[config.mk]
export PLATFORM = sky130hd
export DESIGN_NAME = plic_gateway_arb
export DESIGN_NICKNAME = d
export VERILOG_FILES = /design/src/rtl/plic_pkg.sv /design/src/rtl/plic_gateway.sv /design/src/rtl/plic_gateway_arb.sv
export SDC_FILE = /design/constraint.sdc
export NUM_CORES = 1
export LEC_CHECK = 0
export CAP_MARGIN = 15
export CORE_AREA = 10 10 169 171
export DETAILED_ROUTE_END_ITERATION = 10
export DIE_AREA = 0 0 179 181
export PLACE_DENSITY = 0.85
export RECOVER_POWER = 25
export SYNTH_ARGS = -nofsm -noshare
export SYNTH_HDL_FRONTEND = slang
export SYNTH_HIERARCHICAL = 1
export SYNTH_SLANG_ARGS = --single-unit
[constraint.sdc]
create_clock -name clk -period 12.9 [get_ports clk]
set_clock_uncertainty 0.1 [all_clocks]
set_input_delay 2.58 -clock clk [delete_from_list [all_inputs] [get_ports clk]]
set_output_delay 2.58 -clock clk [all_outputs]
set_load 0.03 [all_outputs]
[src/rtl/plic_pkg.sv]
// Shared types and sizing helpers for the PLIC target-0 gateway/arbiter slice.
package plic_pkg;

  typedef enum logic [1:0] {
    IDLE     = 2'd0,
    PEND     = 2'd1,
    INFLIGHT = 2'd2
  } gw_state_e;

  localparam int ARB_GROUP = 8;

  // Sources 0..ext_irq_num split into groups of ARB_GROUP, last group padded.
  function automatic int grp_count(input int ext_irq_num);
    return (ext_irq_num + ARB_GROUP) / ARB_GROUP;
  endfunction

endpackage

[src/rtl/plic_gateway.sv]
// Per-source interrupt gateway: 2-flop synchroniser plus one-shot request FSM.
//   state    | meaning
//   IDLE     | no request outstanding, next synchronised high level raises gate
//   PEND     | gate issued, waiting for the target to claim this source
//   INFLIGHT | claimed, waiting for the completion write
module plic_gateway
  import plic_pkg::*;
#(
  parameter int SRC_ID = 1
) (
  input  logic       clk,
  input  logic       rst,
  input  logic       ext_irq,
  input  logic [7:0] claim_id,
  input  logic [7:0] cmplt_id,
  input  logic       cmplt_vld,
  output logic       gate
);

  localparam logic [7:0] MY_ID = 8'(SRC_ID);

  logic      sync1;
  logic      irq_s;
  gw_state_e state;

  always_ff @(posedge clk or posedge rst) begin
    if (rst) begin
      sync1 <= 1'b0;
      irq_s <= 1'b0;
    end else begin
      sync1 <= ext_irq;
      irq_s <= sync1;
    end
  end

  always_ff @(posedge clk or posedge rst) begin
    if (rst) begin
      state <= IDLE;
      gate  <= 1'b0;
    end else begin
      gate <= 1'b0;
      case (state)
        IDLE: begin
          if (irq_s) begin
            gate  <= 1'b1;
            state <= PEND;
          end
        end
        // A complete arriving while still pending is dropped on purpose.
        PEND: begin
          if (claim_id == MY_ID) state <= INFLIGHT;
        end
        INFLIGHT: begin
          if (cmplt_vld && (cmplt_id == MY_ID)) state <= IDLE;
        end
        default: state <= IDLE;
      endcase
    end
  end

endmodule

[src/rtl/plic_gateway_arb.sv]
// PLIC target-0 core: per-source gateways and a two-stage priority arbiter
// producing the claimable id and meip.
module plic_gateway_arb
  import plic_pkg::*;
#(
  parameter int EXT_IRQ_NUM = 31,
  parameter int PRIO_WIDTH  = 3
) (
  input  logic                                   clk,
  input  logic                                   rst,
  input  logic [EXT_IRQ_NUM:0]                   ext_irq,
  input  logic [EXT_IRQ_NUM:0]                   ip_r,
  input  logic [EXT_IRQ_NUM:0]                   ie_r,
  input  logic [PRIO_WIDTH*(EXT_IRQ_NUM+1)-1:0]  prio_r_1d,
  input  logic [PRIO_WIDTH-1:0]                  threshold_r,
  input  logic [7:0]                             claim_id,
  input  logic [7:0]                             cmplt_id,
  input  logic                                   cmplt_vld,
  output logic [EXT_IRQ_NUM:0]                   plic_reg_gate,
  output logic [7:0]                             final_id,
  output logic                                   meip
);

  localparam int NUM_SRC = EXT_IRQ_NUM + 1;
  localparam int NUM_GRP = grp_count(EXT_IRQ_NUM);
  localparam int PAD_SRC = NUM_GRP * ARB_GROUP;

  // Source 0 is reserved and never interrupts.
  logic unused_src0;
  assign unused_src0      = ext_irq[0] | ip_r[0] | ie_r[0] | (|prio_r_1d[PRIO_WIDTH-1:0]);
  assign plic_reg_gate[0] = 1'b0;

  for (genvar i = 1; i < NUM_SRC; i++) begin : g_gw
    plic_gateway #(
      .SRC_ID (i)
    ) u_gw (
      .clk       (clk),
      .rst       (rst),
      .ext_irq   (ext_irq[i]),
      .claim_id  (claim_id),
      .cmplt_id  (cmplt_id),
      .cmplt_vld (cmplt_vld),
      .gate      (plic_reg_gate[i])
    );
  end

  logic [PAD_SRC-1:0]    elig;
  logic [PRIO_WIDTH-1:0] prio [PAD_SRC];

  always_comb begin
    elig = '0;
    for (int i = 0; i < PAD_SRC; i++) prio[i] = '0;
    for (int i = 1; i < NUM_SRC; i++) begin
      prio[i] = prio_r_1d[i*PRIO_WIDTH +: PRIO_WIDTH];
      elig[i] = ip_r[i] & ie_r[i] & (prio[i] != '0) & (prio[i] > threshold_r);
    end
  end

  // Stage 1: per-group winner; strict compare in ascending id order keeps the lowest id on ties.
  logic                  grp_v  [NUM_GRP];
  logic [PRIO_WIDTH-1:0] grp_p  [NUM_GRP];
  logic [7:0]            grp_id [NUM_GRP];

  always_comb begin
    for (int g = 0; g < NUM_GRP; g++) begin
      grp_v[g]  = 1'b0;
      grp_p[g]  = '0;
      grp_id[g] = '0;
      for (int k = 0; k < ARB_GROUP; k++) begin
        if (elig[g*ARB_GROUP+k] && (!grp_v[g] || (prio[g*ARB_GROUP+k] > grp_p[g]))) begin
          grp_v[g]  = 1'b1;
          grp_p[g]  = prio[g*ARB_GROUP+k];
          grp_id[g] = 8'(g*ARB_GROUP+k);
        end
      end
    end
  end

  logic                  s1_v  [NUM_GRP];
  logic [PRIO_WIDTH-1:0] s1_p  [NUM_GRP];
  logic [7:0]            s1_id [NUM_GRP];

  // A claim flushes both stages so the just-claimed id is never presented twice.
  always_ff @(posedge clk or posedge rst) begin
    if (rst) begin
      for (int g = 0; g < NUM_GRP; g++) begin
        s1_v[g]  <= 1'b0;
        s1_p[g]  <= '0;
        s1_id[g] <= '0;
      end
    end else if (claim_id != 8'd0) begin
      for (int g = 0; g < NUM_GRP; g++) begin
        s1_v[g]  <= 1'b0;
        s1_p[g]  <= '0;
        s1_id[g] <= '0;
      end
    end else begin
      for (int g = 0; g < NUM_GRP; g++) begin
        s1_v[g]  <= grp_v[g];
        s1_p[g]  <= grp_p[g];
        s1_id[g] <= grp_id[g];
      end
    end
  end

  logic                  win_v;
  logic [PRIO_WIDTH-1:0] win_p;
  logic [7:0]            win_id;

  always_comb begin
    win_v  = 1'b0;
    win_p  = '0;
    win_id = '0;
    for (int g = 0; g < NUM_GRP; g++) begin
      if (s1_v[g] && (!win_v || (s1_p[g] > win_p))) begin
        win_v  = 1'b1;
        win_p  = s1_p[g];
        win_id = s1_id[g];
      end
    end
  end

  always_ff @(posedge clk or posedge rst) begin
    if (rst) begin
      final_id <= 8'd0;
      meip     <= 1'b0;
    end else if (claim_id != 8'd0) begin
      final_id <= 8'd0;
      meip     <= 1'b0;
    end else begin
      final_id <= win_v ? win_id : 8'd0;
      meip     <= win_v;
    end
  end

endmodule

; Yosys cells after proc, flatten, opt, wreduce, memory -nomap -nowiden
; Index checks and enable logic that the tools add are counted.
[totals]
register_bits = 212
input_bits = 214
out_inout_bits = 41
wordCells = 1020
[classes]
magnitude_cmp = 61
n_eq_ne = 217
muxes = 296
n_bitwise = 93
reduce_logical = 215
[op_table]
columns = operator, n
row1 = $eq A8 B5 Y1 const B, 32
row2 = $mux W8, 31
row3 = $mux W2, 95
row4 = $ne A2 B1 Y1 const B, 93
row5 = $pmux W2 S3, 31
row6 = $gt A3 B3 Y1, 61
row7 = $eq A8 B4 Y1 const B, 16
row8 = $mux W3, 34
row9 = $mux W1, 99
row10 = $and A1 B1 Y1, 93
row11 = $reduce_and A3 Y1, 31
row12 = $reduce_bool A3 Y1, 31
row13 = $eq A8 B3 Y1 const B, 8
row14 = $eq A2 B1 Y1 const B, 31
row15 = $eq A2 B2 Y1 const B, 31
row16 = $logic_not A2 Y1, 31
row17 = $logic_and A1 B1 Y1, 61
row18 = $eq A8 B2 Y1 const B, 4
row19 = $mux W32, 1
row20 = $logic_not A1 Y1, 30
row21 = $logic_or A1 B1 Y1, 30
row22 = $eq A8 B1 Y1 const B, 2
row23 = $mux W12, 1
row24 = $mux W5, 2
row25 = 2 further kinds, 3

; Depth between registers and ports, before layout
; Gate-level depths: netlist of the first run.
[logic_depth]
depth_word = 33
mapped_depth = 61

; Cells and area by module
; Netlist of the first run, hierarchy kept.
[modules_own_cells]
columns = module, instances, cells_per_inst, area_per_inst_um2
row1 = plic_gateway_arb, 1, 943, 7688.6
row2 = plic_gateway (g_gw[17].u_gw ...), 6, 17, 230.2
row3 = plic_gateway (g_gw[10].u_gw ...), 4, 18, 227.7
row4 = plic_gateway (g_gw[20].u_gw ...), 2, 18, 241.5
row5 = plic_gateway (g_gw[4].u_gw ...), 2, 18, 237.7
row6 = plic_gateway (g_gw[29].u_gw ...), 2, 17, 227.7
row7 = plic_gateway (g_gw[13].u_gw ...), 2, 17, 222.7
row8 = plic_gateway (g_gw[1].u_gw ...), 2, 18, 217.7
row9 = plic_gateway (g_gw[23].u_gw ...), 2, 17, 214.0
row10 = plic_gateway (g_gw[11].u_gw ...), 2, 17, 210.2
row11 = plic_gateway (g_gw[12].u_gw ...), 2, 18, 210.2
row12 = plic_gateway (g_gw[16].u_gw), 1, 17, 226.5
row13 = plic_gateway (g_gw[31].u_gw), 1, 19, 221.5
row14 = plic_gateway (g_gw[15].u_gw), 1, 17, 219.0
row15 = +2 rows, n/a, n/a, n/a

; Worst setup path before layout of the first run
; No wires, ideal clock.
[synth_path]
path_type = in2reg
from = input threshold_r[1]
to = register s1_p[2] (netlist bit)
setup_time_ns = 0.083
arrival_ns = 12.732
setup_slack_ns = -0.015
path_stages = 53
path_buffers = 0
path_cell_list = inv_1 -> ha_1 -> and3_1 -> a2111oi_4 -> nand2_1 -> ha_1 -> nand3b_1 -> a32o_1 -> a21oi_1 -> a22oi_1 -> ha_1 -> nor2b_1 -> o21ai_0 -> a32oi_1 -> a21o_1 -> a222oi_1 -> or2_2 -> ha_1 -> (+17 left out) -> o211ai_1 -> o21ai_2 -> mux2i_1 -> ha_1 -> nor2b_1 -> o21a_1 -> o211ai_1 -> o41ai_4 -> nor2b_1 -> a22oi_1 -> and2_1 -> ha_1 -> a21o_1 -> a21oi_1 -> a31oi_1 -> o21ai_1 -> o21ai_0 -> a31oi_1
[synth_via]
elab_chain_cells = 32
word_cells_on_any_way = 60
[synth_rtl]
columns = element, line
row1 = start: declaration, plic_gateway_arb.sv:15  ; input logic [PRIO_WIDTH-1:0] threshold_r,
row2 = $gt A3 B3 Y1, plic_gateway_arb.sv:55  ; elig[i] = ip_r[i] & ie_r[i] & (prio[i] != '0) & (prio[i] > threshold_r);
row3 = $and A1 B1 Y1, plic_gateway_arb.sv:55
row4 = $mux W3 / $mux W1 (equally long branches), plic_gateway_arb.sv:70  ; if (elig[g*ARB_GROUP+k] && (!grp_v[g] || (prio[g*ARB_GROUP+k] > grp_p[g]))) begin
row5 = $gt A3 B3 Y1 / $logic_not A1 Y1 (equally long branches), plic_gateway_arb.sv:70
row6 = $logic_or A1 B1 Y1, plic_gateway_arb.sv:70
row7 = $logic_and A1 B1 Y1, plic_gateway_arb.sv:70
row8 = $mux W3 / $mux W1 (equally long branches), plic_gateway_arb.sv:70
row9 = $gt A3 B3 Y1 / $logic_not A1 Y1 (equally long branches), plic_gateway_arb.sv:70
row10 = (+16 left out), n/a
row11 = $logic_or A1 B1 Y1, plic_gateway_arb.sv:70
row12 = $logic_and A1 B1 Y1, plic_gateway_arb.sv:70
row13 = $mux W3 / $mux W1 (equally long branches), plic_gateway_arb.sv:70
row14 = $gt A3 B3 Y1 / $logic_not A1 Y1 (equally long branches), plic_gateway_arb.sv:70
row15 = $logic_or A1 B1 Y1, plic_gateway_arb.sv:70
row16 = $logic_and A1 B1 Y1, plic_gateway_arb.sv:70
row17 = $mux W3 *, plic_gateway_arb.sv:70
row18 = $mux W12 *, plic_gateway_arb.sv:91  ; end else if (claim_id != 8'd0) begin
row19 = end signal: indexed assignment, plic_gateway_arb.sv:100  ; s1_p[g] <= grp_p[g];
row20 = end: declaration, plic_gateway_arb.sv:80  ; logic [PRIO_WIDTH-1:0] s1_p [NUM_GRP];
; Mark *: on every way between the ends. The rest lies on a longest branch, timed or not.
; A chain may end at the register's enable or synchronous reset.

; Worst setup path after layout of the first run
[layout_path]
from = input prio_r_1d[48]
to = register s1_id[10] (netlist bit)
[layout_via]
elab_chain_cells = 33
word_cells_on_any_way = 54
[layout_rtl]
columns = element, line
row1 = start: declaration, plic_gateway_arb.sv:14  ; input logic [PRIO_WIDTH*(EXT_IRQ_NUM+1)-1:0] prio_r_1d,
row2 = branches (longest 31 deep; another with $gt A3 B3 Y1), n/a
row3 = $mux W8 *, plic_gateway_arb.sv:70
row4 = $mux W32 *, plic_gateway_arb.sv:91
row5 = end signal: indexed assignment, plic_gateway_arb.sv:101  ; s1_id[g] <= grp_id[g];
row6 = end: declaration, plic_gateway_arb.sv:81  ; logic [7:0] s1_id [NUM_GRP];
; Every way passes the cells marked *.

==> results of run 1 <==
[metal layers]
layer  vias to the layer above  routed length, µm  track usage
met4                         4               1480        0.111
met1                      6674              17200        0.291
li1                       6487                  -            -
met3                       122               3100       0.0540
met2                       576              22300        0.451
met5                         -                 19            0
[through the flow]
step                cell area, µm²  power, mW
CTS                          18800       1.91
floorplan                    14600       1.09
finish                       19400       1.95
global placement             18200       1.34
detailed placement           18200       1.37
global route                 19400       2.05
[worst max-delay path by stage]
stage | startpoint | end | slack, ns | cells past startpoint
floorplan | threshold_r[2] | s1_p[2]$_DFF_PP0_ | 0.002 | 53
global placement | threshold_r[1] | s1_id[10]$_DFF_PP0_ | -0.19 | 55
detailed placement | threshold_r[1] | s1_id[10]$_DFF_PP0_ | -0.52 | 56
CTS | threshold_r[1] | s1_id[10]$_DFF_PP0_ | -0.006 | 57
global route | prio_r_1d[48] | s1_p[3]$_DFF_PP0_ | -0.25 | 60
finish | prio_r_1d[48] | s1_id[10]$_DFF_PP0_ | 0.34 | 55
[cells by family (layout without fill, tap and decap cells)]
family	Yosys count	after routing	synth area share
compound gates	474	474	0.234
simple gates	461	461	0.228
flops	192	192	0.328
fa+ha+maj	183	183	0.156
buf+inv	158	539	0.0416
mux	16	16	0.0113
other cells	1	4	0.000256
[power groups by stage]
stage                     logic, mW  registers [mW]  clock network, mW
after CTS                     0.644           0.723              0.540
after global placement        0.608           0.729                  0
after detailed placement      0.638           0.734                  0
after floorplan               0.326           0.761                  0
final                         0.691           0.723              0.532
after global routing          0.751           0.732              0.562
[layout by cell type (no fill, tap or decap), types with 14 or more instances in the layout]
cell type                         instances
sky130_fd_sc_hd__dlygate4sd3_1           32
sky130_fd_sc_hd__o21ai_0                 46
sky130_fd_sc_hd__a31oi_1                 50
sky130_fd_sc_hd__nand4_1                 22
sky130_fd_sc_hd__nor4bb_1                22
sky130_fd_sc_hd__dfrtp_1                192
sky130_fd_sc_hd__nor3_1                  16
sky130_fd_sc_hd__nor2b_1                 49
sky130_fd_sc_hd__clkdlybuf4s50_1        197
sky130_fd_sc_hd__nand2_1                 80
sky130_fd_sc_hd__a21oi_1                 56
sky130_fd_sc_hd__nor3b_1                 48
sky130_fd_sc_hd__a31o_1                  23
sky130_fd_sc_hd__inv_1                  145
sky130_fd_sc_hd__nor2_1                  46
sky130_fd_sc_hd__nor4b_4                 15
sky130_fd_sc_hd__buf_4                  109
sky130_fd_sc_hd__o311ai_0                21
sky130_fd_sc_hd__ha_1                   167
sky130_fd_sc_hd__o211ai_1                17
sky130_fd_sc_hd__nand3_1                 29
sky130_fd_sc_hd__o21a_1                  60
sky130_fd_sc_hd__clkbuf_16               17
sky130_fd_sc_hd__a21o_1                  23
sky130_fd_sc_hd__o21ai_1                 14
[what timing repair did]
item	CTS	global route
gates resized for setup	5	109
setup endpoints to repair	13	24
cloned	0	0
hold buffers	0	0
pin swaps	1	56
buffers inserted	1	15
endpoints found under the hold margin	0	0
[cell usage after synthesis, types with 16 or more instances]
library cell,number,area share
sky130_fd_sc_hd__nor4bb_1,22,0.015
sky130_fd_sc_hd__o211ai_1,17,0.0087
sky130_fd_sc_hd__o21ai_0,59,0.020
sky130_fd_sc_hd__a21oi_1,65,0.022
sky130_fd_sc_hd__nor3_1,16,0.0055
sky130_fd_sc_hd__nor2_1,49,0.013
sky130_fd_sc_hd__o31ai_1,17,0.0087
sky130_fd_sc_hd__ha_1,183,0.16
sky130_fd_sc_hd__nor2b_1,52,0.022
sky130_fd_sc_hd__a31o_1,23,0.014
sky130_fd_sc_hd__dfrtp_1,192,0.33
sky130_fd_sc_hd__nand2_1,80,0.021
sky130_fd_sc_hd__o21a_1,60,0.031
sky130_fd_sc_hd__o311ai_0,25,0.015
sky130_fd_sc_hd__nor3b_1,48,0.025
sky130_fd_sc_hd__inv_1,148,0.038
sky130_fd_sc_hd__a21o_1,24,0.012
sky130_fd_sc_hd__nand4_1,22,0.0094
sky130_fd_sc_hd__a31oi_1,52,0.022
sky130_fd_sc_hd__nand3_1,31,0.011
[flip-flops by register name (all words and copies together), names as in the netlist]
name,count
final_id,5
g_gw.u_gw/gate,31
g_gw.u_gw/irq_s,31
g_gw.u_gw/state,62
g_gw.u_gw/sync1,31
meip,1
s1_id,15
s1_p,12
s1_v,4
[area by class of cell]
class	instances	area share
clock buffers	18	0.0226
clock inverters	14	0.00856
inverters	148	0.0288
multi-input cells	1138	0.499
flip-flops and latches	192	0.247
well taps	330	0.0212
repair buffers	359	0.172
==> impl_summary.md, run 1 <==
Floorplan
The initialized floorplan defines 58 standard-cell rows. The effective utilization at floorplan is 0.585. For this design the top-level I/O count stands at 255. The overall die width is 179 µm. After floorplanning, the core was sized to cover 25000 µm². The die outline area is 32400 µm². In this run the vertical extent of the chip is 181 µm.

Placed design
The count of input and output buffers is 244. At the end of routability-driven placement, the weighted congestion stood at 0.933. Detailed placement ended at an HPWL of 32.0 mm. The worst setup slack after placement is -0.518 ns. Counting tap cells, the placed design contains a total of 2150 instances.

Final layout
The final antenna diode count is 0. The number of fill cells is 1652. The ratio of cells with drive above 1 in the final layout is 0.162. The multi-input logic area is 9710 µm². The number of nets in the layout is 2253. The sequential cells in the finished layout cover a total of 4800 µm². The relative area change from synthesis to final layout is 32.9%. The count of cells in the finished layout, fillers not included, comes to 2199. Measured on the finished design, the core utilization comes to 0.777.

Power and ir drop
The cell-internal power is 1.29 mW. Of the total power, registers draw 0.372. In this run the power spent charging and discharging nets is 0.661 mW. The combinational share of power is 0.355. The power density normalized to cell area is 100 nW/µm². The peak supply drop is 0.0771 mV. The net switching fraction of the power is 0.340. The relative contribution of the clock network to total power is 0.273. The leakage power figure is 8.29 nW.

Routing
The routed via count divided by cell count is 6.30. The count of antenna-violating nets left after detailed routing is 0. The total iterations of the first detailed-routing run is 8. After the first detailed-routing iteration, the DRC count stood at 991. In the final routed layout, each cell accounts on average for 20.0 µm.

Detailed routing inserted a total of 13900 vias. After detailed routing, the total wire length is 44.1 mm. The remaining design rule violation count is 0.

Global route
The maximum number of pins on one net before global-route repair is 38. The wire length of the first global-routing pass is 68.9 mm. The initial antenna violation count is 2.

The final global-route overflow total is 0. For this run, the total global-route usage over all layers was measured as 0.256. The number of global-route vias before repair is 14500.

Worst setup path
STA classifies the critical path startpoint as an input pin. Data on the critical path arrives at its endpoint at 12.76 ns. The kind of cell adding the most delay to the critical path is compound AO/OA/AOI/OAI gates. The most used cell along the critical path is sky130_fd_sc_hd__ha_1. The maximum single-stage delay on the critical path is 0.48 ns. STA puts the critical path data required time at 13.10 ns. The top fanout value on the critical path is 7. In this run the critical register-to-register path is captured at final_id[3]$_DFF_PP0_. The startpoint identified for the worst register-to-register timing path is s1_v[3]$_DFF_PP0_. In this run the register-to-register setup slack is 7.23 ns.

The class of the most critical setup path is in2reg. The largest individual stage delay along the critical path comes from the cell sky130_fd_sc_hd__clkdlybuf4s50_1. The depth of the worst register-to-register path is 22. Together, buffers and inverters on the worst path number 6. The endpoint kind of the worst setup timing path is a register.

STA
After layout, the minimum clock period comes to 12.56 ns. The tightest hold path in the finished design has a slack of 0.249 ns. For this run, the top clock speed supported by timing is 0.0796 GHz. For the pin with the worst max-slew slack, the measured transition is 1.79 ns. Measured against its own limit, the worst slew margin works out to -0.194.

The count of final hold-check violations is 0. The aggregate negative setup slack is 0 ns. Once routing completed, OpenROAD measured the worst setup slack at 0.337 ns. The final worst-path cycle share is 0.974.

Setup violations remaining at the end of the flow were counted as 0. The count of final max-slew check failures is 33.

Run status
The flow ran to the end, but the final reports show violations. The checks that failed: max-capacitance violations, max-slew violations.

Min path
The type of the most critical hold path is reg2reg. The cell depth of the worst hold path is 0. The endpoint with the worst hold slack is g_gw[19].u_gw/irq_s$_DFF_PP0_. The startpoint identified for the worst hold timing path is g_gw[19].u_gw/sync1$_DFF_PP0_.

CTS
Clock tree synthesis found a total of 192 sinks. The later pin in the worst-skew pair is clocked with a latency of 0.44 ns. The CTS tree is yes. The clock tree root buffer cell is sky130_fd_sc_hd__clkbuf_16.

The number of buffers added by the clock tree synthesis step is 17. The largest buffer count on any clock path is 2. CTS built an H-tree with a depth of 4. The clock-pin slew of the registers on the worst-case setup and hold paths is 0.08 ns.

Synth
The synthesized design contains 0 enable-type register cells. The average footprint of a synthesized cell is 9.85 µm². The share of the Yosys chip area taken by registers is 0.328. The number of synthesized register bits is 192.

The total of warnings raised by yosys is 6. The synthesized netlist contains 88 unique library cells. The netlist area before placement is 14600 µm². The post-synthesis async set-or-reset flop share is 1.00. Among all flip-flop cells after synthesis, the most frequent one is sky130_fd_sc_hd__dfrtp_1. After technology mapping, the gate count stands at 1485.

Run
Max-cap violations in this run came to 1.
No activity file was read; power rests on OpenSTA's default activity.
==> run 2: changes to the inputs <==
--- a/config.mk
+++ b/config.mk
@@ -6,9 +6,9 @@
 export NUM_CORES = 1
 export LEC_CHECK = 0
 export CAP_MARGIN = 15
-export CORE_AREA = 10 10 169 171
+export CORE_AREA = 2 2 161 163
 export DETAILED_ROUTE_END_ITERATION = 10
-export DIE_AREA = 0 0 179 181
+export DIE_AREA = 0 0 163 165
 export PLACE_DENSITY = 0.85
 export RECOVER_POWER = 25
 export SYNTH_ARGS = -nofsm -noshare
==> impl_summary.md, run 2 (same netlist as run 1, synthesis figures left out) <==
CTS
The number of buffers added by the clock tree synthesis step was 17 (unchanged). TritonCTS built the clock tree. The insertion delay to the later sink of the worst-skew pair came to 0.43 ns (about the same).

In this run the clock root is driven by a sky130_fd_sc_hd__clkbuf_16. The largest buffer count on any clock path is 2 (unchanged). The number of H-tree levels is 4 (unchanged). The clock-pin slew of the registers on the worst-case setup and hold paths is 0.08 ns (about the same). The CTS sink count is 192 (unchanged).

Floorplan
The placeable core region was 25000 µm² (unchanged). The vertical extent of the die is 165 µm (-8.8%). The effective utilization at floorplan was 0.585 (unchanged). The overall die width is 163 µm (-8.9%).

The I/O pin count is 255 (unchanged). The row count is 58 (unchanged). The die outline area was 26900 µm² (-17%).

Routing
The average wire length per cell after detail routing is 19.8 µm (-1.2%). The final routed wirelength across all metal layers is 43.8 mm (-0.69%). The routed via count is 14200 (+2.1%). The total iterations of the first detailed-routing run is 8 (unchanged). The routed via count divided by cell count is 6.40 (+1.6%). The count of antenna-violating nets left after detailed routing is 0 (unchanged). The remaining design rule violation count is 0 (unchanged).

The DRC violation total after the first TritonRoute iteration is 989 (-0.20%).

Global route
The number of global-route vias before repair is 14300 (-1.6%). The final global-route overflow total was 0 (unchanged). The initial antenna violation count is 5 (+3). The global-route usage over all layers is 0.307 (+0.0512).

The wire length of the first global-routing pass is 67.3 mm (-2.2%). The maximum number of pins on one net before global-route repair is 38 (unchanged).

STA
The total setup violations reported at the end of the flow came to 0 (unchanged). The count of final hold-check violations is 0 (unchanged). The shortest clock period the worst path allows after layout is 12.79 ns (+0.225 ns). The count of final max-slew check failures is 33 (unchanged). The transition at the pin with the smallest max-transition slack came to 1.95 ns (+0.158 ns). The worst hold slack was 0.242 ns (-0.00653 ns). The relative slew slack is -0.300 (-0.105). The final worst-path cycle share is 0.991 (+0.0174).

The highest clock frequency the design can meet is 0.0782 GHz (-1.8%).

Worst setup path
The worst setup path is launched from an input pin. The endpoint required time on the critical path is 13.09 ns (about the same). The worst endpoint data arrival time came to 12.97 ns (+0.21 ns). The critical path buffer and inverter count came to 7 (+1). On the critical path, the stage with the largest delay is an instance of sky130_fd_sc_hd__clkdlybuf4s50_1. The top fanout value on the critical path is 6 (-1).

The critical path is of the in2reg type. The depth of the worst register-to-register path is 22 (unchanged). The setup slack of the worst register-to-register path is 7.45 ns (+0.22 ns). The worst register-to-register path ends at final_id[3]$_DFF_PP0_. The maximum single-stage delay on the critical path is 0.47 ns (about the same). The worst setup path is captured at a register. The worst reg2reg path startpoint is s1_v[3]$_DFF_PP0_.

Broken down by cell family, the worst path's largest delay share belongs to compound AO/OA/AOI/OAI gates.

Power and ir drop
The leakage power figure is 8.32 nW (+0.33%). The peak supply drop is 0.0894 mV (+16%). The power density normalized to cell area is 100 nW/µm² (about the same).

Run status
The run finished, with violations left. The checks that failed: max-capacitance violations, max-slew violations.

Final layout
The count of non-filler cells in the finished layout was 2210 (+0.50%). The ratio of cells with drive above 1 in the final layout is 0.174 (+0.0125). The flip-flop count of the largest register, all copies and words added is 62 (unchanged). Relative to the synthesized area, the layout overhead comes to 33.9%. The library cells used most frequently in the layout, excluding fill and tap cells, are sky130_fd_sc_hd__clkdlybuf4s50_1 (200), sky130_fd_sc_hd__dfrtp_1 (192), sky130_fd_sc_hd__ha_1 (168), sky130_fd_sc_hd__inv_1 (144), sky130_fd_sc_hd__buf_4 (114).

The number of nets in the layout is 2262 (+0.40%). The register ranked first by flip-flop count is g_gw.u_gw/state. The number of fill cells was 1586 (-4.0%). The storage element area is 4800 µm² (unchanged). The post-route standard cell area excluding fillers is 19600 µm² (+0.80%).

The most common library cell in the layout ignoring fill and taps is sky130_fd_sc_hd__clkdlybuf4s50_1. The multi-input logic area was 9820 µm² (+1.2%).

Min path
The startpoint of the lowest-slack hold path is g_gw[3].u_gw/sync1$_DFF_PP0_. The type of the most critical hold path is reg2reg. The cell depth of the worst hold path is 0 (unchanged). The endpoint with the worst hold slack is g_gw[3].u_gw/irq_s$_DFF_PP0_.

Placed design
The HPWL reported at the end of detailed placement was 29.9 mm (-6.6%). The final weighted congestion of routability-driven global placement is 0.907 (-2.8%). The number of placed cells counting well taps came to 2150 (unchanged). The post-place instance area came to 18200 µm² (unchanged). The count of input and output buffers is 244 (unchanged).

Run
The number of maximum-capacitance violations is 1 (unchanged).
run 2: changes by cell type in the layout (fill, tap and decap cells not counted), moves of 3 or more:
cell,delta
sky130_fd_sc_hd__o21ai_1,+4
sky130_fd_sc_hd__inv_8,+4
sky130_fd_sc_hd__o21ai_0,-4
sky130_fd_sc_hd__clkdlybuf4s50_1,+3
sky130_fd_sc_hd__dlymetal6s2s_1,-3
sky130_fd_sc_hd__nor2b_1,-4
sky130_fd_sc_hd__buf_4,+5
sky130_fd_sc_hd__nor2b_2,+5
sky130_fd_sc_hd__buf_6,+6
run 2: layer usage:
layer  global-route usage  part of all wire  up-vias
met5                    0           0.00094        -
met4                0.118             0.032        6
met3               0.0540             0.073      150
met2                0.557              0.51      647
met1                0.363              0.39     6839
li1                     -                 -     6509
run 2: how the worst max path moves through the flow:
| stage | from | to | slack [ns] | cells after the start |
|---|---|---|---|---|
| CTS | threshold_r[1] | s1_id[2]$_DFF_PP0_ | 0.02 | 56 |
| detailed placement | threshold_r[1] | s1_id[2]$_DFF_PP0_ | -0.49 | 56 |
| finish | threshold_r[2] | s1_id[2]$_DFF_PP0_ | 0.11 | 56 |
| floorplan | threshold_r[2] | s1_p[2]$_DFF_PP0_ | 0.002 | 53 |
| global route | threshold_r[2] | s1_p[1]$_DFF_PP0_ | -0.34 | 56 |
| global placement | threshold_r[1] | s1_p[8]$_DFF_PP0_ | -0.15 | 57 |
run 2: per-stage QoR:
step	setup WS (ns)	total power, mW	util	setup TNS, ns
floorplan	0.00160	1.09	-	0
global placement	-0.149	1.33	0.726	-1.19
detailed placement	-0.489	1.37	0.726	-6.60
CTS	0.0157	1.90	0.750	0
global route	-0.345	2.07	0.783	-3.87
finish	0.113	1.96	0.783	0
run 2: where the power goes:
part	switching, mW	total, mW	internal (mW)
Combinational	0.370	0.711	0.341
Sequential	0.0525	0.724	0.671
Clock	0.249	0.527	0.278
Total	0.672	1.96	1.29
run 2: final cells by class:
class                           count  share of cell area
Multi-Input combinational cell   1138               0.501
Antenna cell                        2            0.000255
Clock buffer                       17              0.0217
Inverter                          148              0.0285
Timing Repair Buffer              368               0.174
Sequential cell                   192               0.245
Tap cell                          330              0.0211
Clock inverter                     15             0.00849
run 2: worst register-to-register path: stages, from the launching register on:
cell	delay, ns
sky130_fd_sc_hd__dfrtp_1	0.54
sky130_fd_sc_hd__nand2_1	0.11
sky130_fd_sc_hd__ha_1	0.30
sky130_fd_sc_hd__nor2b_1	0.13
sky130_fd_sc_hd__o21ai_0	0.16
sky130_fd_sc_hd__a32oi_1	0.08
sky130_fd_sc_hd__o21ai_1	0.57
sky130_fd_sc_hd__nor2_1	0.09
sky130_fd_sc_hd__a31oi_1	0.25
sky130_fd_sc_hd__ha_1	0.31
sky130_fd_sc_hd__a21o_1	0.16
sky130_fd_sc_hd__a21oi_1	0.15
sky130_fd_sc_hd__a31oi_1	0.07
sky130_fd_sc_hd__o21ai_1	0.51
sky130_fd_sc_hd__o21ai_0	0.17
sky130_fd_sc_hd__ha_1	0.32
sky130_fd_sc_hd__a21o_1	0.16
sky130_fd_sc_hd__a21oi_1	0.13
sky130_fd_sc_hd__a31oi_1	0.07
sky130_fd_sc_hd__o21ai_1	0.42
sky130_fd_sc_hd__nand2_1	0.09
sky130_fd_sc_hd__or3_1	0.32
sky130_fd_sc_hd__a21oi_1	0.17
run 2: timing repair:
item / 4_1_cts / 5_1_grt
gates resized for setup: 4 / 137
hold buffers: 0 / 0
pin swaps: 1 / 67
endpoints found under the setup margin: 8 / 24
buffers inserted: 0 / 26
==> run 3: changes to the inputs <==
--- a/config.mk
+++ b/config.mk
@@ -9,7 +9,7 @@
 export CORE_AREA = 2 2 161 163
 export DETAILED_ROUTE_END_ITERATION = 10
 export DIE_AREA = 0 0 163 165
-export PLACE_DENSITY = 0.85
+export PLACE_DENSITY_LB_ADDON = 0.12
 export RECOVER_POWER = 25
 export SYNTH_ARGS = -nofsm -noshare
 export SYNTH_HDL_FRONTEND = slang
==> impl_summary.md, run 3 (same netlist as run 1, synthesis figures left out) <==
STA
The transition at the pin with the smallest max-transition slack is 1.84 ns (-0.105 ns). The relative slew slack is -0.229 (+0.0703). The count of final hold-check violations was 0 (unchanged). The shortest clock period the worst path allows after layout is 12.39 ns (-0.401 ns).

The final worst-path cycle share is 0.960 (-0.0311). The highest clock frequency the design can meet is 0.0807 GHz (+3.2%). The total setup violations reported at the end of the flow is 0 (unchanged).

The count of final max-slew check failures is 33 (unchanged). The aggregate negative setup slack is 0 ns (unchanged).

Power and ir drop
The net switching power figure came to 0.642 mW (-4.4%). The relative contribution of the clock network to total power came to 0.268 (about the same). The cell-internal power is 1.28 mW (-0.74%). The net switching fraction of the power is 0.334 (-0.00847). The relative contribution of sequential cells to total power came to 0.376 (+0.007). The peak supply drop is 0.0822 mV (-8.0%). The power density normalized to cell area was 98.7 nW/µm² (-1.4%). The combinational share of power was 0.356 (-0.006). The leakage power figure is 8.37 nW (+0.60%).

Global route
The number of global-route vias before repair is 13600 (-5.0%). The initial antenna violation count is 2 (-3). The wire length of the first global-routing pass is 64.4 mm (-4.3%). The global-route usage over all layers was 0.297 (-0.0105). The final global-route overflow total is 0 (unchanged). The maximum number of pins on one net before global-route repair came to 38 (unchanged).

Final layout
The flip-flop count of the largest register, all copies and words added is 62 (unchanged). The relative area change from synthesis to final layout is 33.1%. The most common library cell in the layout ignoring fill and taps is sky130_fd_sc_hd__clkdlybuf4s50_1. The post-route standard cell area excluding fillers is 19500 µm² (-0.61%).

The library cells used most frequently in the layout, excluding fill and tap cells, are sky130_fd_sc_hd__clkdlybuf4s50_1 (198), sky130_fd_sc_hd__dfrtp_1 (192), sky130_fd_sc_hd__ha_1 (172), sky130_fd_sc_hd__inv_1 (146), sky130_fd_sc_hd__buf_4 (132). The number of nets in the layout is 2276 (+0.62%). The utilization after layout is 0.778 (-0.00475). Ranked by flip-flop count, first place goes to g_gw.u_gw/state.

The ratio of cells with drive above 1 in the final layout was 0.165 (-0.00913).

Routing
The routed via count divided by cell count is 6.18 (-3.4%). The count of antenna-violating nets left after detailed routing was 0 (unchanged). The average wire length per cell after detail routing is 18.5 µm (-6.6%). The total iterations of the first detailed-routing run is 7 (-1). The routed via count was 13700 (-2.9%). The DRC violation total after the first TritonRoute iteration is 816 (-17%). The final routed wirelength across all metal layers is 41.1 mm (-6.1%).

The remaining design rule violation count was 0 (unchanged).

CTS
The largest buffer count on any clock path is 2 (unchanged). The number of hold-repair buffers added at the cts stage is 0 (unchanged). The CTS tree is yes. The clock tree root buffer cell is sky130_fd_sc_hd__clkbuf_16.

The number of H-tree levels is 4 (unchanged). The CTS sink count is 192 (unchanged). The insertion delay to the later sink of the worst-skew pair is 0.43 ns (about the same). The clock-pin slew of the registers on the worst-case setup and hold paths is 0.07 ns (about the same). The number of buffers added by the clock tree synthesis step came to 17 (unchanged).

Placed design
The post-place instance area is 18300 µm² (+0.83%). The count of input and output buffers is 244 (unchanged). The HPWL reported at the end of detailed placement came to 29.3 mm (-2.1%). The final weighted congestion of routability-driven global placement was 0.900 (-0.83%).

Worst setup path
The endpoint required time on the critical path is 13.15 ns (+0.06 ns). The kind of cell with the highest combined delay along the critical path is compound AO/OA/AOI/OAI gates. The worst reg2reg path startpoint is s1_v[3]$_DFF_PP0_. The slowest stage of the critical path belongs to the cell sky130_fd_sc_hd__a222oi_1. The depth of the worst register-to-register path is 23 (+4.5%). The critical path is of the in2reg type. The top fanout value on the critical path came to 5 (-1).

STA classifies the critical path endpoint as a register. The worst endpoint data arrival time is 12.64 ns (-0.33 ns). STA classifies the critical path startpoint as an input pin. The critical register-to-register path endpoint is final_id[3]$_DFF_PP0_. The most used cell along the critical path is sky130_fd_sc_hd__ha_1. The critical path buffer and inverter count is 8 (+1). The maximum single-stage delay on the critical path came to 0.43 ns (-0.04 ns). The critical path starts at threshold_r[1]. The setup slack of the worst register-to-register path is 7.37 ns (-0.08 ns).

Floorplan
The overall die width came to 163 µm (unchanged). The effective utilization at floorplan is 0.585 (unchanged). The I/O pin count is 255 (unchanged). The placeable core region was 25000 µm² (unchanged).

The die outline area was 26900 µm² (unchanged). The vertical extent of the die was 165 µm (unchanged). The row count came to 58 (unchanged).

Min path
The startpoint of the lowest-slack hold path is g_gw[21].u_gw/sync1$_DFF_PP0_. The min-delay analysis places its worst path in the category reg2reg. For hold timing, the worst endpoint is g_gw[21].u_gw/irq_s$_DFF_PP0_. The cell depth of the worst hold path is 0 (unchanged).

Run status
The checks that failed: max-capacitance violations, max-slew violations. The flow ran to the end, but the final reports show violations.

Run
The number of maximum-capacitance violations was 1 (unchanged).
==> run 3: power by group through the flow <==
stage | registers [mW] | logic, mW | clock network [mW]
after floorplan | 0.761 | 0.326 | 0
after global placement | 0.728 | 0.614 | 0
after detailed placement | 0.732 | 0.641 | 0
after CTS | 0.722 | 0.646 | 0.522
after global routing | 0.730 | 0.749 | 0.550
final | 0.723 | 0.684 | 0.515
==> run 3: metal layers <==
metal / track usage / up-vias / wire length (µm)
li1: - / 6552 / -
met1: 0.344 / 6584 / 16400
met2: 0.553 / 513 / 21300
met3: 0.0472 / 92 / 2390
met4: 0.107 / 2 / 1010
met5: 0 / - / 13
==> run 3: stage by stage <==
step	hold WS (ns)	setup WS [ns]	instances	power, mW
after floorplan	0.231	0.00160	1488	1.09
after global routing	0.243	-0.120	2222	2.03
after detailed placement	0.235	-0.532	2170	1.37
after CTS	0.246	0.00401	2202	1.89
after global placement	0.232	-0.177	2170	1.34
final	0.243	0.514	2222	1.92
==> run 3: worst register-to-register path, cell delays in order, from the launching register on <==
cell and delay [ns]:
sky130_fd_sc_hd__dfrtp_1 0.55, sky130_fd_sc_hd__nand2_1 0.10, sky130_fd_sc_hd__ha_1 0.30, sky130_fd_sc_hd__nor2b_1 0.13, sky130_fd_sc_hd__o21ai_0 0.15, sky130_fd_sc_hd__a32oi_1 0.09
sky130_fd_sc_hd__o21ai_1 0.61, sky130_fd_sc_hd__nor2_1 0.08, sky130_fd_sc_hd__a31oi_1 0.24, sky130_fd_sc_hd__ha_1 0.29, sky130_fd_sc_hd__a21o_1 0.16, sky130_fd_sc_hd__a21oi_1 0.14
sky130_fd_sc_hd__a31oi_1 0.06, sky130_fd_sc_hd__o21ai_1 0.51, sky130_fd_sc_hd__nand2_1 0.13, sky130_fd_sc_hd__o21ai_0 0.13, sky130_fd_sc_hd__ha_1 0.29, sky130_fd_sc_hd__a21o_1 0.17
sky130_fd_sc_hd__a21oi_1 0.14, sky130_fd_sc_hd__a31oi_1 0.08, sky130_fd_sc_hd__o21ai_1 0.46, sky130_fd_sc_hd__nand2_1 0.09, sky130_fd_sc_hd__or3_1 0.31, sky130_fd_sc_hd__a21oi_1 0.15
==> run 3: repair_timing <==
item	CTS	global route
pin swaps	1	55
endpoints found under the setup margin	7	24
gates resized for setup	3	93
buffers inserted	1	17
==> run 3: how the worst max path moves through the flow <==
stage / to / slack (ns) / cells past startpoint
after floorplan: s1_p[2]$_DFF_PP0_ / 0.002 / 53
after global placement: s1_id[10]$_DFF_PP0_ / -0.18 / 59
after global routing: s1_p[3]$_DFF_PP0_ / -0.12 / 59
final: s1_p[0]$_DFF_PP0_ / 0.51 / 59
after CTS: s1_id[9]$_DFF_PP0_ / 0.004 / 57
after detailed placement: s1_id[2]$_DFF_PP0_ / -0.53 / 56
==> run 3: cell type report <==
class                      instances  area, µm²
multi-input combinational       1138       9600
fill                            1697       5560
sequential                       192       4800
timing repair buffer             382       3520
inverter                         148        559
clock buffer                      18        429
tap                              330        413
clock inverter                    13        149
antenna                            1       2.50
